File: src/rtl/instr_mem_loader.sv
// Byte-stream instruction-memory loader: packs big-endian bytes into words and writes them sequentially.
// Optional `LOADER_CHECKSUM_EN adds a per-session modulo-2^M sum of written words on port checksum.
module instr_mem_loader #(
    parameter int N = 8,
    parameter int M = 32
) (
    input  logic         clk,
    input  logic         rst,
    input  logic         start,
    input  logic [N:0]   num_words,
    input  logic [7:0]   byte_in,
    input  logic         byte_valid,
    output logic         byte_ready,
    output logic         wr_en,
    output logic [M-1:0] wr_addr,
    output logic [M-1:0] wr_data,
    output logic         busy,
    output logic         done,
    output logic [N:0]   words_written
`ifdef LOADER_CHECKSUM_EN
    ,
    output logic [M-1:0] checksum
`endif
);

    typedef enum logic [1:0] {
        IDLE  = 2'd0,
        RECV  = 2'd1,
        WRITE = 2'd2,
        DONE  = 2'd3
    } state_t;

    localparam logic [N:0] MAX_WORDS = {1'b1, {N{1'b0}}};

    // Saturate the requested length to the memory depth so addresses never wrap.
    function automatic logic [N:0] clamp_count(input logic [N:0] n);
        return (n > MAX_WORDS) ? MAX_WORDS : n;
    endfunction

    state_t     state;
    state_t     state_next;
    logic [N:0] count_lat;
    logic [N:0] count_in;
    logic [1:0] byte_cnt;
    logic [M-1:0] word;
    logic       last_word;

    assign count_in  = clamp_count(num_words);
    assign last_word = ((words_written + {{N{1'b0}}, 1'b1}) == count_lat);
    assign wr_data   = word;

    always_ff @(posedge clk) begin
        if (rst) begin
            state <= IDLE;
        end else begin
            state <= state_next;
        end
    end

    // wr_en and byte_ready are gated by rst so a reset cycle can neither write nor accept a byte.
    always_comb begin
        state_next = state;
        byte_ready = 1'b0;
        wr_en      = 1'b0;
        busy       = 1'b1;
        done       = 1'b0;
        case (state)
            IDLE: begin
                busy = 1'b0;
                if (start) begin
                    state_next = (count_in == '0) ? DONE : RECV;
                end
            end
            RECV: begin
                byte_ready = ~rst;
                if (byte_valid && (byte_cnt == 2'd3)) begin
                    state_next = WRITE;
                end
            end
            WRITE: begin
                wr_en      = ~rst;
                state_next = last_word ? DONE : RECV;
            end
            DONE: begin
                done       = 1'b1;
                state_next = IDLE;
            end
            default: begin
                state_next = IDLE;
            end
        endcase
    end

    always_ff @(posedge clk) begin
        if (rst) begin
            count_lat     <= '0;
            byte_cnt      <= '0;
            word          <= '0;
            wr_addr       <= '0;
            words_written <= '0;
`ifdef LOADER_CHECKSUM_EN
            checksum      <= '0;
`endif
        end else begin
            case (state)
                IDLE: begin
                    if (start) begin
                        count_lat     <= count_in;
                        byte_cnt      <= '0;
                        word          <= '0;
                        wr_addr       <= '0;
                        words_written <= '0;
`ifdef LOADER_CHECKSUM_EN
                        checksum      <= '0;
`endif
                    end
                end
                RECV: begin
                    // Shifting in four bytes leaves the first byte in [31:24].
                    if (byte_valid) begin
                        if (byte_cnt == 2'd0) begin
                            word <= {{(M-8){1'b0}}, byte_in};
                        end else begin
                            word <= {word[M-9:0], byte_in};
                        end
                        byte_cnt <= byte_cnt + 2'd1;
                    end
                end
                WRITE: begin
                    wr_addr       <= wr_addr + M'(4);
                    words_written <= words_written + {{N{1'b0}}, 1'b1};
`ifdef LOADER_CHECKSUM_EN
                    checksum      <= checksum + word;
`endif
                end
                default: begin
                end
            endcase
        end
    end

endmodule

File: config.mk
export PLATFORM = sky130hd
export DESIGN_NAME = instr_mem_loader
export DESIGN_NICKNAME = d
export VERILOG_FILES = /design/src/rtl/instr_mem_loader.sv
export SDC_FILE = /design/constraint.sdc
export NUM_CORES = 1
export LEC_CHECK = 0
export CORE_MARGIN = 2
export CORE_UTILIZATION = 53
export DETAILED_ROUTE_END_ITERATION = 8
export PLACE_DENSITY = 0.9
export SETUP_SLACK_MARGIN = 0.4
export SLEW_MARGIN = 20
export SYNTH_ARGS = -nofsm -noshare
export SYNTH_HDL_FRONTEND = slang
export SYNTH_SLANG_ARGS = --single-unit
File: constraint.sdc
create_clock -name clk -period 3.84 [get_ports clk]
set_input_delay 0.96 -clock clk [delete_from_list [all_inputs] [get_ports clk]]
set_output_delay 0.96 -clock clk [all_outputs]
set_load 0.03 [all_outputs]
* Word level (Yosys, flattened, before mapping) *
Cells that the tools add are included.

word-level totals
  bits in registers = 86
  bits of input ports = 21
  output and inout port bits = 77
  word-level logic and storage cells = 49

cells by class
  add/subtract/negate cells = 3
  order comparisons = 1
  equality and inequality tests = 8
  muxes and demuxes = 20
  bitwise operators = 1
  reductions and logical operators = 10

operators with widths
  cell                                                              number
  32-bit one-hot mux with 2 select lines                            2
  32-bit two-way mux                                                3
  32-bit by 3-bit adder with 32-bit output (second input constant)  1
  9-bit two-way mux                                                 2
  9-bit one-hot mux with 2 select lines                             1
  2-bit two-way mux                                                 6
  9-bit by 1-bit adder with 9-bit output (second input constant)    1
  9-bit == test                                                     1
  9-bit > comparator (second input constant)                        1
  9-bit logical NOT                                                 1
  2-bit one-hot mux with 4 select lines                             1
  2-bit == test (second input constant)                             3
  2-bit != test (second input constant)                             3
  2-bit AND reduction                                               3
  2-bit logical NOT                                                 2
  1-bit two-way mux                                                 4
  2-bit one-hot mux with 2 select lines                             1
  2-bit nonzero test                                                2
  3-bit AND reduction                                               1
  2-bit by 1-bit adder with 2-bit output (second input constant)    1
  2-bit by 1-bit == test with 1-bit output (second input constant)  1
  1-bit logical AND                                                 1
  1-bit inverter                                                    1

* Logic depth before layout (Yosys ltp) *
  word-level depth = 6
  depth in mapped cells = 7
  mapped depth without buffers = 6

* Worst setup path after synthesis *
No wires, ideal clock.

  kind = input to output
  from = input port rst
  to = output port byte_ready
  data arrival time = 1.920 ns
  required time = 2.880 ns
  setup slack = 0.960 ns
  stages = 4
  buffers on the path = 3
  path through = clkbuf_1 -> clkbuf_1 -> clkbuf_1 -> nor2_1

between the ends
  longest elaborated chain between the ends = 2

ends and longest elaborated chain
  what                RTL line  text
  start: declaration  8         input logic rst,
  1-bit inverter      75        byte_ready = ~rst;
  1-bit two-way mux   67        case (state)
  end: declaration    13        output logic byte_ready,

Every way passes these cells.

* Final worst setup path *
Ends and elaborated chain as after synthesis.

==> flow_metrics.tcl <==
set metrics [dict create \
    status "completed" \
    crit_chain "buf_2, nor2_1, clkdlybuf4s50_1" \
    cts_tree "yes" \
    hold_buffers 0 \
    place_ws_ns 0.921 \
    synth-edff-count 0 \
    final_nets 602 \
    drc_errors 0 \
    ant_nets 0 \
    detail_route.first_pass.iterations 4 \
    hold_viol_final 0 \
    drive_gt1_share_pct 8.76 \
    async_reset_ff_share_pct 0 \
    tightest_slew_ns 0.841 \
    grt_usage_pct 24.4 \
    syn_area_um2 3970 \
    antenna_cells 0 \
    port_buffers 95 \
    overflow 0 \
    p_sw_share_pct 26.0 \
    rsz0062_at_grt "no" \
    max_freq_mhz 339 \
    synth_seq_cells 84 \
    ctsResizeCount 0 \
    clk_pin_slew_worst_paths_ns 0.08 \
    synth_top_area_cell "dfxtp_1" \
    placed_cell_area_um2 4950 \
    critical_path.endpoint_type "output port" \
    period_needed_ns 2.95 \
    synth.area.top_cells "dfxtp_1, a21oi_1, nand2_1" \
    synth_cell_types 53 \
    critPathMaxFanout 4 \
    power.internal_mw 1.24 \
    required_ns 2.88 \
    crit_path_start_kind "input pin" \
    first_iter_violations 223 \
    layout_setup_ws_ns 0.891 \
    synth-seq-area-share_pct 42.3 \
    antenna_found_initial 0 \
    fin_worst_skew_ns 0.0113 \
    yosys_warnings 0 \
    post-cts-setup-buffers 0 \
    synth_ff_type "dfxtp_1" \
    die_w_um 90.6 \
    grt_max_degree 57 \
    cts.sinks 84 \
    row_count 31 \
    cap_violations 0 \
    crit_type "input pin to output port" \
    combinationalPowerShare_pct 10.8 \
    post-route-period-util_pct 76.8 \
    vias 3900 \
    clockBufferDepth 2 \
    drt-total-wl_um 10100 \
    grt_pass1_vias 3628 \
    synth_most_common_cell "dfxtp_1" \
    p_switching_mw 0.437 \
    worstHoldPathType "register to register" \
    power_mw 1.68 \
    die_height_um 90.6 \
    dp_hpwl_um 7070 \
    grt_pass1_wl_um 16600 \
    area_delta_synth_final_pct 29.2 \
    root_buffer "clkbuf_8" \
    critPathArrivalTime_ns 1.99 \
    initial_core_util_pct 54.8 \
    synth_top_area_share_pct 42.3 \
    synth_cells 498 \
    fin_area_um2 5130 \
    routed_via_density 5.73 \
    ioPinCount 98 \
    routabilityCongestion 0.844 \
    cpPeakStageDelay_ns 0.71 \
    clockPowerShare_pct 35.9 \
    pwr-share-seq_pct 53.3 \
    syn_area_per_cell_um2 7.98 \
    core_area_um2 7250 \
    drv_slew 0 \
    ir_worst_vdd_mv 0.187 \
    crit_slowest_cell "clkdlybuf4s50_1" \
    p_leak_nw 1.70 \
    htree_levels 3 \
    setup_viol 0 \
    fin_tns_setup_ns 0 \
    cts_made_buffers 9 \
    dieArea_um2 8210 \
    clk_latency_ns 0.35 \
    ys_top_cells_by_count "dfxtp_1, nand2_1, a21oi_1" \
    power_density_nw_per_um2 327 \
    wire_per_inst_um 14.8 \
    relSlewSlack_pct 43.8 \
]
through the flow:
| step | std cells | utilization, % | hold slack [ns] |
|---|---|---|---|
| 3_3_place_gp | 665 | 68.2 | 0.443 |
| 5_1_grt | 681 | 70.8 | 0.479 |
| 4_1_cts | 681 | 70.8 | 0.462 |
| 2_1_floorplan | 499 | - | 0.444 |
| 3_5_place_dp | 665 | 68.2 | 0.447 |
| 6_report | 681 | 70.8 | 0.456 |
power groups by stage:
stage	registers (mW)	clock network (mW)	logic (mW)
2_1_floorplan	0.918	0	0.117
3_3_place_gp	0.915	0	0.176
3_5_place_dp	0.916	0	0.179
4_1_cts	0.895	0.610	0.180
5_1_grt	0.898	0.648	0.197
6_report	0.896	0.603	0.181
per-layer routing:
layer | GRT usage (%) | wire (um) | up-vias
met1 | 30.0 | 4290 | 1839
met5 | 0 | 0 | -
met4 | 10.3 | 177 | 0
met2 | 40.2 | 4870 | 132
met3 | 6.93 | 765 | 19
li1 | - | - | 1910
cell families after synthesis:
family	count (synthesis)	share of synthesized area [%]
AO/OA/AOI/OAI	104	14.8
XOR/XNOR	10	2.20
adder cells (fa/ha/maj)	4	1.26
buffers and inverters	44	4.72
flip-flops	84	42.3
multiplexers	11	3.05
other	1	0.0944
AND/OR/NAND/NOR	240	31.6
worst max-delay path, delay by kind of cell:
kind / cells / cell delay [ns]
AND/OR/NAND/NOR: 1 / 0.20
buffers and inverters: 2 / 0.83
flip-flops by register name, summed over array words and instances (netlist names):
name / cells
words_written: 9
wr_addr: 30
wr_data: 32
state: 2
byte_cnt: 2
count_lat: 9
area by class of cell:
| class | count | area (um2) |
|---|---|---|
| fill | 574 | 2120 |
| multi-input combinational | 371 | 2110 |
| sequential | 84 | 1680 |
| timing repair buffer | 103 | 1010 |
| clock buffer | 11 | 131 |
| tap | 99 | 124 |
| clock inverter | 5 | 52.6 |
| inverter | 8 | 30.0 |
path summary, 6_finish.rpt:
path | startpoint | to | slack, ns | depth (start not counted)
worst max-delay path | rst | byte_ready | 0.89 | 3
worst min-delay path | wr_data[29] | wr_data[29] | 0.46 | 2
worst max register to register | state[0] | wr_data[12] | 1.59 | 5
worst min register to register | wr_data[29] | wr_data[29] | 0.46 | 2
placed cells by master, fill, tap and decap left out, types with 3 or more instances in the layout:
| cell | netlist | routed |
|---|---|---|
| o311ai_0 | 3 | 3 |
| buf_4 | 2 | 8 |
| clkinv_2 | 0 | 3 |
| nor3b_1 | 3 | 3 |
| nand2_1 | 73 | 73 |
| o211ai_1 | 7 | 7 |
| nand4_1 | 5 | 5 |
| nor4_2 | 3 | 3 |
| nand3_1 | 48 | 48 |
| nor3_1 | 9 | 9 |
| dfxtp_1 | 84 | 84 |
| clkbuf_8 | 0 | 9 |
| xor2_1 | 4 | 4 |
| and3_1 | 5 | 5 |
| ha_1 | 4 | 4 |
| or2_2 | 4 | 4 |
| or3_1 | 11 | 11 |
| a21oi_1 | 71 | 71 |
| or4_1 | 3 | 3 |
| inv_1 | 8 | 8 |
| a311oi_1 | 3 | 3 |
| mux2_2 | 9 | 9 |
| xnor2_1 | 6 | 6 |
| o21ai_0 | 11 | 11 |
| nor4_1 | 7 | 7 |
| clkdlybuf4s50_1 | 0 | 94 |
| nor2_1 | 40 | 40 |
| nand4_2 | 4 | 4 |
| nand3b_1 | 6 | 6 |
Note: power is estimated with default switching activity, not from simulation.
